===== config.mk =====
export PLATFORM = sky130hd
export DESIGN_NAME = traffic_phase_ctrl
export DESIGN_NICKNAME = d
export VERILOG_FILES = /design/src/rtl/traffic_phase_ctrl.sv
export SDC_FILE = /design/constraint.sdc
export NUM_CORES = 1
export LEC_CHECK = 0
export CAP_MARGIN = 25
export CORE_MARGIN = 3
export CORE_UTILIZATION = 31
export CTS_CLUSTER_DIAMETER = 120
export CTS_CLUSTER_SIZE = 12
export DETAILED_ROUTE_END_ITERATION = 10
export MAX_ROUTING_LAYER = met4
export SLEW_MARGIN = 30
export SYNTH_ARGS = -nofsm -noshare
export SYNTH_HDL_FRONTEND = slang
export SYNTH_SLANG_ARGS = --single-unit

===== constraint.sdc =====
create_clock -name clk -period 2.8 [get_ports clk]
set_input_delay 0.56 -clock clk [delete_from_list [all_inputs] [get_ports clk]]
set_output_delay 0.56 -clock clk [all_outputs]
set_load 0.02 [all_outputs]

===== src/rtl/traffic_phase_ctrl.sv =====
// Multi-phase traffic signal controller with emergency override and
// front-panel editing of the green and yellow interval lengths.
module traffic_phase_ctrl #(
    parameter int NPH     = 2,
    parameter int CLK_DIV = 50_000_000,
    parameter int T_G_DEF = 22,
    parameter int T_Y_DEF = 3
) (
    input  logic           clk,
    input  logic           rst_n,
    input  logic           key_emg,
    input  logic           key_set,
    input  logic           key_up,
    input  logic           key_down,
    input  logic [NPH-1:0] ped_req,
    output logic [NPH-1:0] grn,
    output logic [NPH-1:0] yel,
    output logic [NPH-1:0] red,
    output logic [6:0]     cnt,
    output logic [1:0]     phase,
    output logic [1:0]     mode,
    output logic [2:0]     dbg_state
);

    localparam int TW = $clog2(CLK_DIV);

    typedef enum logic [2:0] {
        RUN_G = 3'd0,
        RUN_Y = 3'd1,
        EMG   = 3'd2,
        SET_G = 3'd3,
        SET_Y = 3'd4
    } state_e;

    state_e         state;
    logic [1:0]     ph;
    logic [6:0]     rem;
    logic [6:0]     t_g;
    logic [6:0]     t_y;
    logic [TW-1:0]  tick_cnt;
    logic           tick;
    logic           in_run;
    logic           in_set;
    logic           ped_hit;
    logic [NPH-1:0] ph_onehot;

    assign tick      = (tick_cnt == TW'(CLK_DIV - 1));
    assign in_run    = (state == RUN_G) || (state == RUN_Y);
    assign in_set    = (state == SET_G) || (state == SET_Y);
    assign dbg_state = state;

    always_comb begin
        ph_onehot = '0;
        for (int i = 0; i < NPH; i++) begin
            ph_onehot[i] = (ph == 2'(i));
        end
    end

    // A crossing request from another phase only shortens a long green.
    assign ped_hit = (state == RUN_G) && (|(ped_req & ~ph_onehot)) && (rem > 7'd5);

    always_ff @(posedge clk or negedge rst_n) begin
        if (!rst_n) begin
            state    <= RUN_G;
            ph       <= 2'd0;
            rem      <= 7'(T_G_DEF);
            t_g      <= 7'(T_G_DEF);
            t_y      <= 7'(T_Y_DEF);
            tick_cnt <= '0;
            grn      <= '0;
            yel      <= '0;
            red      <= '1;
            cnt      <= 7'd0;
            phase    <= 2'd0;
            mode     <= 2'd0;
        end else begin
            // Lamp and display registers reflect the state held before this edge.
            grn   <= '0;
            yel   <= '0;
            red   <= '1;
            cnt   <= rem;
            phase <= ph;
            mode  <= 2'd0;
            case (state)
                RUN_G: begin
                    grn <= ph_onehot;
                    red <= ~ph_onehot;
                end
                RUN_Y: begin
                    red <= ~ph_onehot;
                    if (tick_cnt < TW'(CLK_DIV / 2)) yel <= ph_onehot;
                end
                EMG: begin
                    cnt  <= 7'd99;
                    mode <= 2'd1;
                end
                SET_G: begin
                    cnt  <= t_g;
                    mode <= 2'd2;
                end
                SET_Y: begin
                    cnt  <= t_y;
                    mode <= 2'd3;
                end
                default: ;
            endcase

            tick_cnt <= tick ? '0 : tick_cnt + TW'(1);

            if (key_emg) begin
                tick_cnt <= '0;
                if (state == EMG) begin
                    state <= RUN_G;
                    ph    <= 2'd0;
                    rem   <= t_g;
                end else begin
                    state <= EMG;
                end
            end else if (key_set && state != EMG) begin
                tick_cnt <= '0;
                if (state == SET_G) begin
                    state <= SET_Y;
                end else if (state == SET_Y) begin
                    state <= RUN_G;
                    ph    <= 2'd0;
                    rem   <= t_g;
                end else begin
                    state <= SET_G;
                end
            end else if (key_up && in_set) begin
                if (state == SET_G) t_g <= (t_g >= 7'd99) ? 7'd99 : t_g + 7'd1;
                else                t_y <= (t_y >= 7'd99) ? 7'd99 : t_y + 7'd1;
            end else if (key_down && in_set) begin
                if (state == SET_G) t_g <= (t_g <= 7'd1) ? 7'd1 : t_g - 7'd1;
                else                t_y <= (t_y <= 7'd1) ? 7'd1 : t_y - 7'd1;
            end else if (ped_hit) begin
                rem <= 7'd5;
            end else if (tick && in_run) begin
                if (rem == 7'd1) begin
                    if (state == RUN_G) begin
                        state <= RUN_Y;
                        rem   <= t_y;
                    end else begin
                        state <= RUN_G;
                        ph    <= (ph == 2'(NPH - 1)) ? 2'd0 : ph + 2'd1;
                        rem   <= t_g;
                    end
                end else begin
                    rem <= rem - 7'd1;
                end
            end
        end
    end

endmodule


**Yosys cells after proc, flatten, opt, wreduce, memory -nomap -nowiden**

Cells that the tools add are included.

- Bits in registers: 69
- Latch bits: 0
- RAM bits: 0
- Bits in read-only memories: 0
- Output and inout port bits: 20
- Logic and storage cells: 124
- Memories: 0

- Add/sub/neg operators: 7
- $mul: 0
- Div/mod/pow operators: 0
- Magnitude comparators: 6
- Equality and inequality tests: 19
- Shift-type cells: 0
- Mux-type cells: 55
- Bitwise logic cells: 4
- Reductions and logical operators: 21

Operators with widths:

| kind | count |
|---|---|
| 7-bit 2-to-1 mux | 23 |
| 26-bit 2-to-1 mux | 3 |
| 2-bit 2-to-1 mux | 18 |
| 26-bit by 1-bit adder with 26-bit output, second input constant | 1 |
| 26-bit == test, second input constant | 1 |
| 26-bit by 25-bit < comparator with 1-bit output, second input constant | 1 |
| 3-bit 2-to-1 mux | 8 |
| 7-bit case mux with 3 select lines | 1 |
| 7-bit by 1-bit subtractor with 7-bit output, second input constant | 3 |
| 5-bit AND reduction | 3 |
| 7-bit by 1-bit adder with 7-bit output, second input constant | 2 |
| 7-bit greater-or-equal comparator, second input constant | 2 |
| 7-bit by 1-bit less-or-equal comparator with 1-bit output, second input constant | 2 |
| 3-bit by 2-bit != test with 1-bit output, second input constant | 4 |
| 3-bit != test, second input constant | 3 |
| 9-bit AND reduction | 1 |
| 2-bit != test, second input constant | 4 |
| 7-bit by 1-bit == test with 1-bit output, second input constant | 1 |
| 7-bit by 3-bit > comparator with 1-bit output, second input constant | 1 |
| 3-bit by 2-bit == test with 1-bit output, second input constant | 2 |
| 1-bit logical AND | 6 |
| 2-bit case mux with 3 select lines | 1 |
| 6-bit AND reduction | 1 |
| 3-bit nonzero test | 2 |
| 15 further kinds | 18 |

**Logic depth before layout (Yosys ltp)**

- Depth after elaboration: 11
- Depth in mapped cells: 9

**Worst setup path after synthesis**

No wires, ideal clock.

- Kind: reg2reg
- Start point: register state[1], in the netlist dbg_state[1]
- End point: register rem[3]
- Data arrival time: 2.146 ns
- Path slack: 0.530 ns
- Stages on the path, launching flop included: 7
- Clock period less this slack: 2.270 ns
- Cells stage by stage: dfrtp_1 -> buf_4 -> or3b_1 -> a21oi_1 -> o21ai_2 -> o21ai_4 -> mux2_2

- Cells in the longest elaborated chain, start to end: 9

Ends and longest elaborated chain:

| item | line | text |
|---|---|---|
| from (decl) | 35 | `state_e state;` |
| from (signal assigned) | 64 | `state <= RUN_G;` |
| from (signal assigned) | 113 | `state <= RUN_G;` |
| from (signal assigned) | 117 | `state <= EMG;` |
| 3-bit logical NOT | 48, 60, 140 |  |
| 7-bit 2-to-1 mux | 140 | `if (state == RUN_G) begin` |
| 7-bit 2-to-1 mux | 139 | `if (rem == 7'd1) begin` |
| 7-bit 2-to-1 mux | 138 | `end else if (tick && in_run) begin` |
| 7-bit 2-to-1 mux | 136 | `end else if (ped_hit) begin` |
| 7-bit 2-to-1 mux | 133 | `end else if (key_down && in_set) begin` |
| 7-bit 2-to-1 mux | 130 | `end else if (key_up && in_set) begin` |
| 7-bit 2-to-1 mux | 119 | `end else if (key_set && state != EMG) begin` |
| 7-bit 2-to-1 mux | 110 | `if (key_emg) begin` |
| to (signal assigned) | 115 | `rem <= t_g;` |
| to (signal assigned) | 126 | `rem <= t_g;` |
| to (signal assigned) | 142 | `rem <= t_y;` |
| to (decl) | 37 | `logic [6:0] rem;` |

Parallel ways exist; a longest one is shown, timed or not. The select of a mux whose other input is x is not followed.
A chain may end at the register's enable or synchronous reset.

**Worst setup path in the final report**

- Start point: register rem[1]
- End point: register rem[3]

- Cells in the longest elaborated chain, start to end: 8

Ends and longest elaborated chain:

| item | line | text |
|---|---|---|
| from (signal assigned) | 66 | `rem <= 7'(T_G_DEF);` |
| from (signal assigned) | 115 |  |
| from (signal assigned) | 126 |  |
| 7-bit by 1-bit subtractor with 7-bit output / 7-bit by 1-bit == test with 1-bit output (equally long branches) | 149, 139 |  |
| 7-bit 2-to-1 mux | 139 |  |
| 7-bit 2-to-1 mux | 138 |  |
| 7-bit 2-to-1 mux | 136 |  |
| 7-bit 2-to-1 mux | 133 |  |
| 7-bit 2-to-1 mux | 130 |  |
| 7-bit 2-to-1 mux | 119 |  |
| 7-bit 2-to-1 mux | 110 |  |

Parallel ways exist; a longest one is shown, timed or not. The select of a mux whose other input is x is not followed.

==> impl_metrics.ini <==
[timing]
slew_viol_final = 0
max-slew-margin-rel_pct = 42.3
rsz0062_at_grt = no
setup_viol = 0
hold_violations = 0
timing.final.crit_period_ns = 2.41
max_freq_mhz = 415
tns_ns = 0
clock_skew_ns = 0.00364
worst_pin_slew_ns = 0.856
min_period_over_period_pct = 86.1

[place]
gp_congestion = 0.905
dp_hpwl_mm = 7.51
placed_area_sq_um = 4650
io_buffers = 27

[routing]
dr.pass1.iters = 4
initialDrtViolationCount = 276
vias_per_cell = 5.37
num_vias = 3622
ant_nets = 0
wl_mm = 10.5
wl_per_cell_um = 15.5
drc_errors = 0

[yosys]
yosys_most_used_dff = dfrtp_1
syn_nets = 488
async_reset_ff_share_pct = 100
synth_top_cell_area_share_pct = 35.4
yosysWarnings = 0
synth_area_sq_um = 4170
avgSynthCellArea_sq_um = 8.85
synthCells = 471
synth_area_leader_cell = dfrtp_1
synth_edf_count = 0
seq_area_frac_synth_pct = 41.7
ys_ff_latch = 69
netlist_top_cells_area = dfrtp_1, dfstp_2, nor2_1
ys_types = 66

[min_path]
hp-class = input pin to asynchronous set/reset pin

[clock_tree]
clock_path_buffers = 2
clk_latency_ns = 0.33
post-cts-setup-buffers = 0
h-tree-depth = 3
clock_sinks = 69
root_buffer = clkbuf_16
cts_tree = done
cts_buffers = 9
ctsHoldBuffers = 0
clkTransAtPathRegs_ns = 0.06
cts_resized = 0

[worst_setup_path]
slowest_delay_ns = 0.57
crit_fanout = 7
required_ns = 3.01
worst-r2r-setup-slack_ns = 0.39
reg2regPathDepth = 8
cp.arrival_ns = 2.62
cpMaxStageDelayCell = dfstp_2
start_kind = flip-flop
r2r-start = rem[1]
critical_path.top_delay_family = compound AO/OA/AOI/OAI gates
critPathCaptureType = flip-flop
cp.buffers_inverters = 2
worstPathCellList = inv_1, ha_1, o311ai_0, o211ai_1, o21ai_2, buf_4, o21ai_0, mux2_2
critPathKind = flip-flop to flip-flop
reg2reg_to = rem[3]

[final_layout]
nets = 514
finalInstanceArea_sq_um = 4930
antennaDiodeCount = 0
final_common_cell = dfrtp_1
final_cell_mix = dfrtp_1, nor2_1, nand2_1, o21ai_0, clkdlybuf4s50_1
area_growth_pct = 18.3
fillers = 1271
drive_above_1_share_pct = 11.6

[global_routing]
grt_pass1_vias = 3509
grt_start_max_net_pins = 39
grt_pass1_wl_mm = 17.9
grt.total_usage_pct = 15.4
overflow = 0
antenna_found_initial = 0

[floorplanning]
dieArea_sq_um = 14900
fp-row-count = 41
io_pins = 28
die_w_um = 122
initial_core_util_pct = 32.4
die_h_um = 122
coreArea_sq_um = 12900

[pwr]
vdd_ir_drop_max_v = 0.000340
power_density_nw_per_um2 = 780
p_leak_nw = 2.03

[outcome]
outcome = completed

[flow_run]
drv_cap = 0
[per-stage QoR]
stage	setup slack (ns)	cells	hold WS [ns]	util, %	power, mW
2_1_floorplan	0.530	471	0.264	-	2.35
6_report	0.389	674	0.0846	38.3	3.85
5_1_grt	0.229	674	0.0921	38.3	4.13
3_5_place_dp	0.197	658	0.436	36.1	2.79
4_1_cts	0.389	674	0.0824	38.3	3.88
3_3_place_gp	0.310	658	0.432	36.1	2.76
[Yosys cell counts, types with 7 or more instances]
| library cell | instances |
|---|---|
| a211oi_1 | 7 |
| a21oi_1 | 23 |
| and3_1 | 10 |
| clkbuf_1 | 19 |
| dfrtp_1 | 59 |
| dfstp_2 | 10 |
| ha_1 | 9 |
| inv_1 | 13 |
| mux2i_1 | 7 |
| nand2_1 | 45 |
| nand3_1 | 23 |
| nor2_1 | 56 |
| nor3_1 | 14 |
| o21ai_0 | 26 |
| o22ai_1 | 12 |
| or3_1 | 7 |
| xnor2_1 | 13 |
| xor2_1 | 15 |
[cell families (layout without fill, tap and decap cells)]
kind of cell             after synthesis  count (layout)  share of synthesized area, %
AO/OA/AOI/OAI                        115             115                          18.7
XOR/XNOR                              28              28                          5.88
adder cells (fa/ha/maj)                9               9                          2.70
buffers and inverters                 42              73                          4.29
flip-flops                            69              69                          41.7
multiplexers                          12              12                          3.03
AND/OR/NAND/NOR                      196             196                          23.6
[flip-flops by register name (all words and copies together), names as in the netlist]
register	count
mode	2
phase	2
dbg_state	3
t_g	7
yel	2
ph	2
red	2
t_y	7
tick_cnt	26
cnt	7
grn	2
rem	7
[how the worst max path moves through the flow]
stage                             from           end  slack, ns  depth (start not counted)
after global placement         key_set        t_y[4]       0.31                          6
after CTS                       rem[1]        rem[3]       0.39                          8
after floorplan           dbg_state[1]        rem[3]       0.53                          6
after detailed placement       key_set        rem[3]       0.20                          5
final                           rem[1]        rem[3]       0.39                          8
after global routing       tick_cnt[0]  dbg_state[0]       0.23                          7
[routing by layer]
layer / vias up / share of wire (%) / track usage (%)
li1: 1752 / - / -
met1: 1733 / 47 / 21.3
met2: 126 / 46 / 23.1
met3: 11 / 5.5 / 2.79
met4: 0 / 1.5 / 4.76
met5: - / 0 / -
[power breakdown]
group | switching, mW | internal, mW
Clock | 0.434 | 0.625
Sequential | 0.237 | 1.18
Combinational | 0.791 | 0.580
[final cells by class]
class	count	area (sq um)	share of cell area (%)
Multi-Input combinational cell	360	2250	45.6
Sequential cell	69	1740	35.3
Timing Repair Buffer	43	398	8.07
Clock buffer	11	243	4.92
Tap cell	172	215	4.36
Inverter	14	52.6	1.07
Clock inverter	5	35.0	0.710
Note: power is estimated with default switching activity, not from simulation.
